<file path="src/rtl/fetch_unit.sv">
// Instruction-fetch stage: owns the PC, fetches one word per req/ack handshake,
// holds it for the core until retire, then selects the next PC.
module fetch_unit #(
  parameter int              XLEN     = 19,
  parameter logic [XLEN-1:0] RESET_PC = '0
) (
  input  logic            clk,
  input  logic            reset,
  output logic            imem_req,
  output logic [XLEN-1:0] imem_addr,
  input  logic [XLEN-1:0] imem_rdata,
  input  logic            imem_ack,
  output logic [XLEN-1:0] instr,
  output logic            instr_valid,
  input  logic            retire,
  input  logic [1:0]      pcsrc,
  input  logic [XLEN-1:0] extimm,
  input  logic [XLEN-1:0] alutarget,
  output logic [XLEN-1:0] pc,
  output logic [XLEN-1:0] pcplus1,
  output logic            pc_err
);

  typedef enum logic [1:0] {
    IDLE  = 2'd0,
    FETCH = 2'd1,
    HOLD  = 2'd2
  } state_t;

  state_t          state, state_next;
  logic [XLEN-1:0] next_pc;
  logic            fetch_done;
  logic            retire_now;

  assign fetch_done = (state == FETCH) && imem_ack;
  assign retire_now = (state == HOLD) && retire;

  always_ff @(posedge clk or posedge reset) begin
    if (reset) state <= IDLE;
    else       state <= state_next;
  end

  always_comb begin
    state_next = state;
    case (state)
      IDLE:    state_next = FETCH;
      FETCH:   if (imem_ack) state_next = HOLD;
      HOLD:    if (retire)   state_next = FETCH;
      default: state_next = IDLE;
    endcase
  end

  // Sums wrap modulo 2^XLEN; the reserved select falls back to sequential.
  always_comb begin
    next_pc = pcplus1;
    case (pcsrc)
      2'b01:   next_pc = pc + extimm;
      2'b10:   next_pc = alutarget;
      default: next_pc = pcplus1;
    endcase
  end

  always_ff @(posedge clk or posedge reset) begin
    if (reset) begin
      pc     <= RESET_PC;
      instr  <= '0;
      pc_err <= 1'b0;
    end else begin
      if (fetch_done) instr <= imem_rdata;
      if (retire_now) begin
        pc <= next_pc;
        if (pcsrc == 2'b11) pc_err <= 1'b1;
      end
    end
  end

  // Handshake outputs come straight from the state register to stay glitch-free.
  assign imem_req    = (state == FETCH);
  assign instr_valid = (state == HOLD);
  assign imem_addr   = pc;
  assign pcplus1     = pc + XLEN'(1);

endmodule

</file>
<file path="config.mk">
export PLATFORM = sky130hd
export DESIGN_NAME = fetch_unit
export DESIGN_NICKNAME = d
export VERILOG_FILES = /design/src/rtl/fetch_unit.sv
export SDC_FILE = /design/constraint.sdc
export NUM_CORES = 1
export LEC_CHECK = 0
export CAP_MARGIN = 40
export CORE_UTILIZATION = 35
export DETAILED_ROUTE_END_ITERATION = 8
export PLACE_DENSITY = 0.67
export SLEW_MARGIN = 20
export SYNTH_ARGS = -nofsm -noshare
export SYNTH_HDL_FRONTEND = slang
export SYNTH_SLANG_ARGS = --single-unit
</file>
<file path="constraint.sdc">
create_clock -name clk -period 7.65 [get_ports clk]
set_input_delay 1.1475 -clock clk [delete_from_list [all_inputs] [get_ports clk]]
set_output_delay 1.1475 -clock clk [all_outputs]
set_load 0.01 [all_outputs]
</file>
* Word-level counts from Yosys, hierarchy flattened *
Cells that the tools add are included.

storage, ports and cells
  register bits = 41
  bits of input ports = 63
  output and inout port bits = 79
  word-level logic and storage cells = 22

cells by class
  add/sub/neg operators = 2
  equality and inequality tests = 7
  muxes and demuxes = 4
  reductions and logical operators = 5

operator list
  kind                                                  count
  one-hot mux 19 bit (2 select lines)                   1
  adder 19 x 1 -> 19 bit (second input constant)        1
  adder 19 bit                                          1
  equality test 2 bit (second input constant)           3
  one-hot mux 2 bit (3 select lines)                    1
  equality test 2 x 1 -> 1 bit (second input constant)  2
  2-to-1 mux 2 bit                                      2
  != test 2 x 1 -> 1 bit (second input constant)        2
  AND reduction 2 bit                                   2
  logical AND 1 bit                                     2
  zero test 2 bit                                       1

* Logic depth before layout (Yosys ltp) *
Gate-level depths: netlist of the first run.

  word-level depth = 3
  gate-level depth with buffers = 10
  mapped depth without buffers = 10

* Least setup slack after synthesis of the first run *
Ideal clock, no wire load.

  path type = input port to flip-flop
  from = input port extimm[0]
  to = register pc[18], in the netlist imem_addr[18]
  setup time = 0.119 ns
  data arrival time = 2.934 ns
  required time = 7.531 ns
  path slack = 4.597 ns
  stages = 10
  buffers on the path = 0
  cell sequence = ha_1 -> inv_1 -> fa_1 -> nor2b_1 -> o31a_1 -> or2_1 -> a41oi_1 -> nor4_1 -> mux2i_1 -> o21a_1

on the way
  cells in the longest elaborated chain, start to end = 2

ends and longest elaborated chain
  what                                 line  text
  start: declaration                   17    input logic [XLEN-1:0] extimm,
  adder 19 bit                         57    2'b01: next_pc = pc + extimm;
  one-hot mux 19 bit (2 select lines)  56    case (pcsrc)
  end signal: assignment               71    pc <= next_pc;
  end: declaration                     19    output logic [XLEN-1:0] pc,

No other way between the ends.
A chain may end at the register's enable or synchronous reset.

* Worst setup path after layout of the first run *
  from = register pc[0], in the netlist imem_addr[0]
  to = output port pcplus1[16]

on the way
  cells in the longest elaborated chain, start to end = 1

ends and longest elaborated chain
  what                    line  text
  adder 19 x 1 -> 19 bit  81    assign pcplus1 = pc + XLEN'(1);
  end: declaration        20    output logic [XLEN-1:0] pcplus1,

No other way between the ends.

==> parameters.txt, run 1 <==
Parameter                              Value

Status
  Run status    finished, final reports clean

Synth
  Synth top area cells    dfrtp_1, ha_1, mux2_2
  Number of synthesized flops with an enable pin    0
  Number of warnings issued by yosys    0
  Commonest register cell after synthesis    dfrtp_1
  Post-synthesis instance total    406
  Share of flip-flops with an asynchronous set or reset after synthesis    100%
  Biggest area consumer among synthesized cells    dfrtp_1
  Yosys cell types    62
  Proportion of netlist area held by the largest area contributor    29.3%
  Post-synthesis register bit count    41
  Share of synthesized area occupied by flip-flops and latches    29.3%
  Synthesized area per cell    8.62 µm²
  Syn Std Cell Area    3500 µm²
  Net Count, Synth    492

Floorplanning
  Horizontal die dimension    102 µm
  Die outline area    10400 µm²
  Height of the die    102 µm
  Starting density of the core    36.0%
  Number of placed I/O pins    142
  Area of the placeable core    9730 µm²
  Num rows    36

Timing
  F_max    0.249 GHz
  Worst setup slack after layout    3630 ps
  Max-slew violations    0
  Final Cycle Share    52.5%
  Total of endpoints with negative setup slack in the final report    0
  Final-layout setup total negative slack    0 ps
  Worst slew margin relative to its limit    43.1%
  Final Hold Violating Endpoints    0
  Post-layout min period    4020 ps
  Worst clock skew    9.38 ps
  Unrepaired setup endpoints after global routing    no
  Transition time at the pin with the least slew margin    853 ps

Power
  Internal power component    987 µW
  Net switching share of the total power    41.2%
  Sequential power share    26.9%
  Peak VDD IR    184 µV
  NetSw    691 µW
  Overall power after layout    1680 µW
  Cell leakage power    0.00203 µW
  Portion of total power attributed to combinational logic    62.1%
  Clock Power Share    11.0%
  Power density normalized to cell area    335 nW/µm²

Global route
  Initial antenna violation count    0
  Leftover overflow at the end of global routing    0
  First-pass GRT wire length    17300 µm
  Overall routing resource usage    21.3%
  Vias in the first global route    3363
  Largest net degree at the start of global routing    42

Route
  Detailed Route Iter0 Violations    167
  # DRC    0
  Routed length per placed instance    17.1 µm
  Antenna viol nets, final    0
  First-pass DRT Iterations    5
  Total via count after detailed routing    3573
  Average via count per standard cell    5.49
  Wirelength, routed    11100 µm

CTS
  Clock Root Buffer    clkbuf_8
  Clock latency reported for the late side of the worst-skew pair    300 ps
  Number of hold buffers added after CTS    0
  Number of buffers between clock root and the deepest sink    2
  Clock sink count    41
  Clock transition at the registers of the reported paths    80 ps
  CTS HTree Levels    2
  Total of cells resized after clock tree synthesis    0
  Clock tree from TritonCTS    yes
  Post-CTS setup repair buffer count    0
  Number of buffers inserted during clock tree synthesis    5

Worst setup path
  Critical Path Sink Type    primary output
  CP required    6500 ps
  Minimum setup slack among reg-to-reg paths    4540 ps
  Startpoint of the most critical register-to-register path    imem_addr[0]
  Worst-path fanout max    10
  Depth of the worst register-to-register path    10
  Critical path capture point    pcplus1[16]
  CP Data Arrival Time    2870 ps
  Setup crit start kind    register
  Worst Setup SP    imem_addr[0]
  Setup CP Type    reg2out
  Endpoint of the most critical register-to-register path    imem_addr[18]

Cells and area
  Proportion of layout cells with a drive suffix above 1    8.49%
  Cell Count, Final, Fillers Out    651
  Number of inserted diodes    0
  Nets@finish    603
  Layout overhead on the synthesized area    43.2%

Worst hold path
  Worst min-delay path class    reg2reg

Place
  Last weighted congestion value of the routability-driven placer    0.883
  Port bufs    141
  Detailed Place HPWL    8320 µm
  Number of cells in the design after placement    640
  Setup WS pre-CTS    3440 ps

Run
  Max_cap viols    0
[cells by family (layout without fill, tap and decap cells)]
kind of cell | after synthesis | after routing | share of synthesized area (%)
muxes | 25 | 25 | 7.87
adders and majority gates | 23 | 23 | 8.44
AOI/OAI and AO/OA | 114 | 114 | 21.7
xor gates and xnor gates | 28 | 28 | 7.01
DFF | 41 | 41 | 29.3
buffers and inverters | 56 | 168 | 8.37
and+or+nand+nor | 119 | 119 | 17.2
[placed cells by master, fill, tap and decap left out, drive strengths merged, types with 4 or more instances in the layout]
cell and instances:
clkdlybuf4s50 141, nand2 42, dfrtp 41, a21oi 35, o21ai 24, nor2 22, ha 22, mux2 20
xnor2 17, nand3 16, inv 14, xor2 11, nand4 8, nor3 8, a31oi 7, clkbuf 7
o21a 6, nor2b 5, mux2i 5, a221oi 5, o22ai 4, a21o 4, a211oi 4, and3 4
buf 4
[metrics by stage]
step / hold WS (ps) / utilization (%) / cell area [µm²]
5_1_grt: 517 / 51.5 / 5010
4_1_cts: 484 / 51.0 / 4960
3_3_place_gp: 441 / 49.8 / 4850
6_report: 484 / 51.5 / 5010
3_5_place_dp: 466 / 49.8 / 4850
2_1_floorplan: 453 / - / 3500
[per-layer routing]
layer / share of wire [%] / vias to the layer above / track usage [%]
li1: - / 1676 / -
met1: 45 / 1712 / 29.3
met2: 47 / 163 / 33.8
met3: 6.0 / 22 / 3.76
met4: 2.5 / 0 / 7.03
met5: 0 / - / 0
[state kept, by name, indices dropped and copies added (netlist names)]
register,cells
pc_err,1
imem_addr,19
instr,19
state,2
[cell type report]
class | instances | area [µm²]
fillers | 949 | 4720
multi-input cells | 309 | 2180
repair buffers | 145 | 1460
flip-flops and latches | 41 | 1030
well taps | 133 | 166
clock buffers | 7 | 86.3
inverters | 15 | 56.3
clock inverters | 1 | 30.0
[synth_stat cells (all sizes together), types with 5 or more instances]
cell type,instances
xnor2,17
o21a,6
dfrtp,41
nand2,42
buf,23
a31oi,7
mux2,20
a221oi,5
nand4,8
xor2,11
clkbuf,18
inv,14
o21ai,24
ha,22
mux2i,5
nand3,16
a21oi,35
nor2,22
nor2b,5
nor3,8
[power by group through the flow]
stage               clock network, µW  registers, µW  logic (µW)
finish                            185            451        1040
detailed placement                  0            451        1030
floorplan                           0            454         560
global route                      198            467        1130
global placement                    0            447        1020
CTS                               187            450        1040
[critical path, cell delays in order (launching register included)]
cell	delay [ps]
dfrtp_1	550
ha_1	430
nand4_4	180
or2_0	410
nor2_1	180
xor2_1	230
clkdlybuf4s50_1	570
[how the worst min path moves through the flow]
stage,to,startpoint,slack (ps),depth (start not counted)
final,pc_err,pc_err,480,1
after global routing,instr[18],instr[18],520,1
after CTS,pc_err,pc_err,480,1
after detailed placement,pc_err,pc_err,470,1
after global placement,pc_err,pc_err,440,1
after floorplan,state[0],state[1],450,1
Note: power is estimated with default switching activity, not from simulation.
==> run 2, diff against run 1 <==
PLACE_DENSITY = 0.7   (was 0.67)
clock period = 3.6 ns   (was 7.65 ns; I/O delays follow)
==> run 2 against run 1 <==
  * Sequential power up 100%
  * Combinational power grew 120%
  * Critical path depth unchanged
  * Utilization grew 0.41 points
  * Setup slack lost 3500 ps
  * Via count increased by 0.64%
  * Critical endpoint unchanged
  * Largest cell class unchanged
  * Clock skew fell by 3.1 ps
  * Design area up 0.80%
  * Register-to-register slack lost 3800 ps
  * Global-route usage increased by 0.39 points
==> parameters.txt, run 2 (synthesis gave the netlist of run 1 again) <==
Parameter                              Value

Worst setup path
  Depth of the worst register-to-register path    10 (unchanged)
  Worst Setup SP    imem_addr[0] (unchanged)
  Setup crit start kind    register (unchanged)
  Critical Path Sink Type    primary output (unchanged)
  CP Data Arrival Time    2900 ps (was 2870 ps)
  CP required    3060 ps (was 6500 ps)
  Minimum setup slack among reg-to-reg paths    720 ps (was 4540 ps)
  Startpoint of the most critical register-to-register path    imem_addr[0] (unchanged)
  Setup CP Type    reg2out (unchanged)
  Worst-path fanout max    10 (unchanged)
  Endpoint of the most critical register-to-register path    imem_addr[12] (was imem_addr[18])

Timing
  Worst slew margin relative to its limit    64.3% (was 43.1%)
  Worst setup slack after layout    157 ps (was 3630 ps)
  Final Hold Violating Endpoints    0 (unchanged)
  Total of endpoints with negative setup slack in the final report    0 (unchanged)
  Final Cycle Share    95.6%
  Post-layout min period    3440 ps
  Final-layout setup total negative slack    0 ps (unchanged)
  Unrepaired setup endpoints after global routing    no (unchanged)
  Worst clock skew    6.32 ps (was 9.38 ps)
  Transition time at the pin with the least slew margin    530 ps (was 853 ps)
  F_max    0.290 GHz
  Max-slew violations    0 (unchanged)

Place
  Last weighted congestion value of the routability-driven placer    0.917 (was 0.883)
  Port bufs    141 (unchanged)
  Setup WS pre-CTS    361 ps (was 3440 ps)
  Detailed Place HPWL    8530 µm (was 8320 µm)

Power
  NetSw    1470 µW (was 691 µW)
  Net switching share of the total power    41.9% (was 41.2%)
  Cell leakage power    0.00206 µW (was 0.00203 µW)
  Internal power component    2040 µW (was 987 µW)
  Peak VDD IR    382 µV (was 184 µV)
  Portion of total power attributed to combinational logic    65.0% (was 62.1%)
  Sequential power share    26.2% (was 26.9%)
  Clock Power Share    8.7% (was 11.0%)
  Power density normalized to cell area    695 nW/µm² (was 335 nW/µm²)

Global route
  Initial antenna violation count    0 (unchanged)
  Largest net degree at the start of global routing    24 (was 42)
  Vias in the first global route    3504 (was 3363)
  First-pass GRT wire length    17600 µm (was 17300 µm)
  Overall routing resource usage    21.7% (was 21.3%)
  Leftover overflow at the end of global routing    0 (unchanged)

CTS
  Number of hold buffers added after CTS    0 (unchanged)
  Number of buffers between clock root and the deepest sink    2 (unchanged)
  Clock Root Buffer    clkbuf_8 (unchanged)
  Total of cells resized after clock tree synthesis    0 (unchanged)
  Clock sink count    41 (unchanged)
  Number of buffers inserted during clock tree synthesis    5 (unchanged)
  Clock transition at the registers of the reported paths    80 ps (about the same)
  Clock tree from TritonCTS    yes (unchanged)
  CTS HTree Levels    2 (unchanged)
  Clock latency reported for the late side of the worst-skew pair    290 ps (was 300 ps)
  Post-CTS setup repair buffer count    0 (unchanged)

Cells and area
  Layout overhead on the synthesized area    44.3% (was 43.2%)
  Combined area of the multi-input logic cells    2180 µm² (unchanged)
  Proportion of layout cells with a drive suffix above 1    10.1% (was 8.49%)
  Sequential cell area in the final layout    1030 µm² (unchanged)
  Number of inserted diodes    0 (unchanged)
  Nets@finish    613 (was 603)
  Leading cell types in the layout, fill and taps excluded    clkdlybuf4s50_1, nand2_1, dfrtp_1 (unchanged)
  Leading cell type in the layout, fill and taps excluded    clkdlybuf4s50_1 (unchanged)
  Fillers    940 (was 949)

Route
  Met3 routed wirelength    911 µm (was 673 µm)
  Average via count per standard cell    5.45 (was 5.49)
  Antenna viol nets, final    0 (unchanged)
  Uppermost routed layer    met4 (unchanged)
  # DRC    0 (unchanged)
  Routed length per placed instance    17.2 µm (was 17.1 µm)
  Met1 wire length    4850 µm (was 4960 µm)
  First-pass DRT Iterations    4 (was 5)
  Total met2 wirelength after detailed routing    5400 µm (was 5220 µm)
  Total via count after detailed routing    3596 (was 3573)
  Detailed Route Iter0 Violations    155 (was 167)
  Wirelength, routed    11400 µm (was 11100 µm)

Floorplanning
  Starting density of the core    36.0% (unchanged)
  Area of the placeable core    9730 µm² (unchanged)
  Die outline area    10400 µm² (unchanged)
  Height of the die    102 µm (unchanged)
  Number of placed I/O pins    142 (unchanged)
  Horizontal die dimension    102 µm (unchanged)
  Num rows    36 (unchanged)

Run
  Max_cap viols    0 (unchanged)

Worst hold path
  Worst min-delay path class    in2async (was reg2reg)

Status
  Run status    finished, final reports clean (unchanged)
-- run 2: cell types whose count changed in the layout (fill, tap and decap cells not counted), sizes merged --
cell,change
buf,+10
clkinv,+2
bufinv,-1
clkbuf,-1
inv,-1
-- run 2: power by group through the flow --
stage                     combinational [µW]  clock [µW]  sequential (µW)
final                                   2280         306              920
after global routing                    2470         324              956
after CTS                               2270         309              919
after detailed placement                2250           0              927
after global placement                  2230           0              916
after floorplan                         1190           0              964
-- run 2: how the worst max path moves through the flow --
stage	end	slack, ps	cells past startpoint
after floorplan	imem_addr[18]	1130	10
after global routing	pcplus1[16]	30	6
final	pcplus1[16]	160	6
after detailed placement	imem_addr[12]	360	11
after global placement	imem_addr[18]	460	11
after CTS	pcplus1[16]	200	6
-- run 2: worst max-delay path, stage by stage, from the launching register on --
cell and delay [ps]:
dfrtp_1 550, ha_1 410, nand4_4 180, or2_0 400, nor2_1 170, xor2_1 300, clkdlybuf4s50_1 600
-- run 2: area by class of cell --
class | instances | share of cell area [%]
clock buffers | 6 | 1.44
clock inverters | 1 | 0.173
inverters | 15 | 1.12
multi-input cells | 309 | 43.2
flip-flops and latches | 41 | 20.3
well taps | 133 | 3.30
repair buffers | 155 | 30.5
-- run 2: stage by stage --
step / hold WS (ps) / power [µW] / std cells / utilization [%] / instance area [µm²]
floorplan: 453 / 2150 / 406 / - / 3500
global placement: 443 / 3140 / 650 / 50.6 / 4920
detailed placement: 459 / 3180 / 651 / 50.7 / 4940
CTS: 480 / 3490 / 658 / 51.6 / 5020
global route: 403 / 3750 / 660 / 51.9 / 5050
finish: 409 / 3510 / 660 / 51.9 / 5050
-- run 2: routing by layer --
metal	track usage (%)	up-vias
met4	6.59	0
li1	-	1703
met1	28.4	1692
met2	36.6	182
met5	0	-
met3	3.63	19
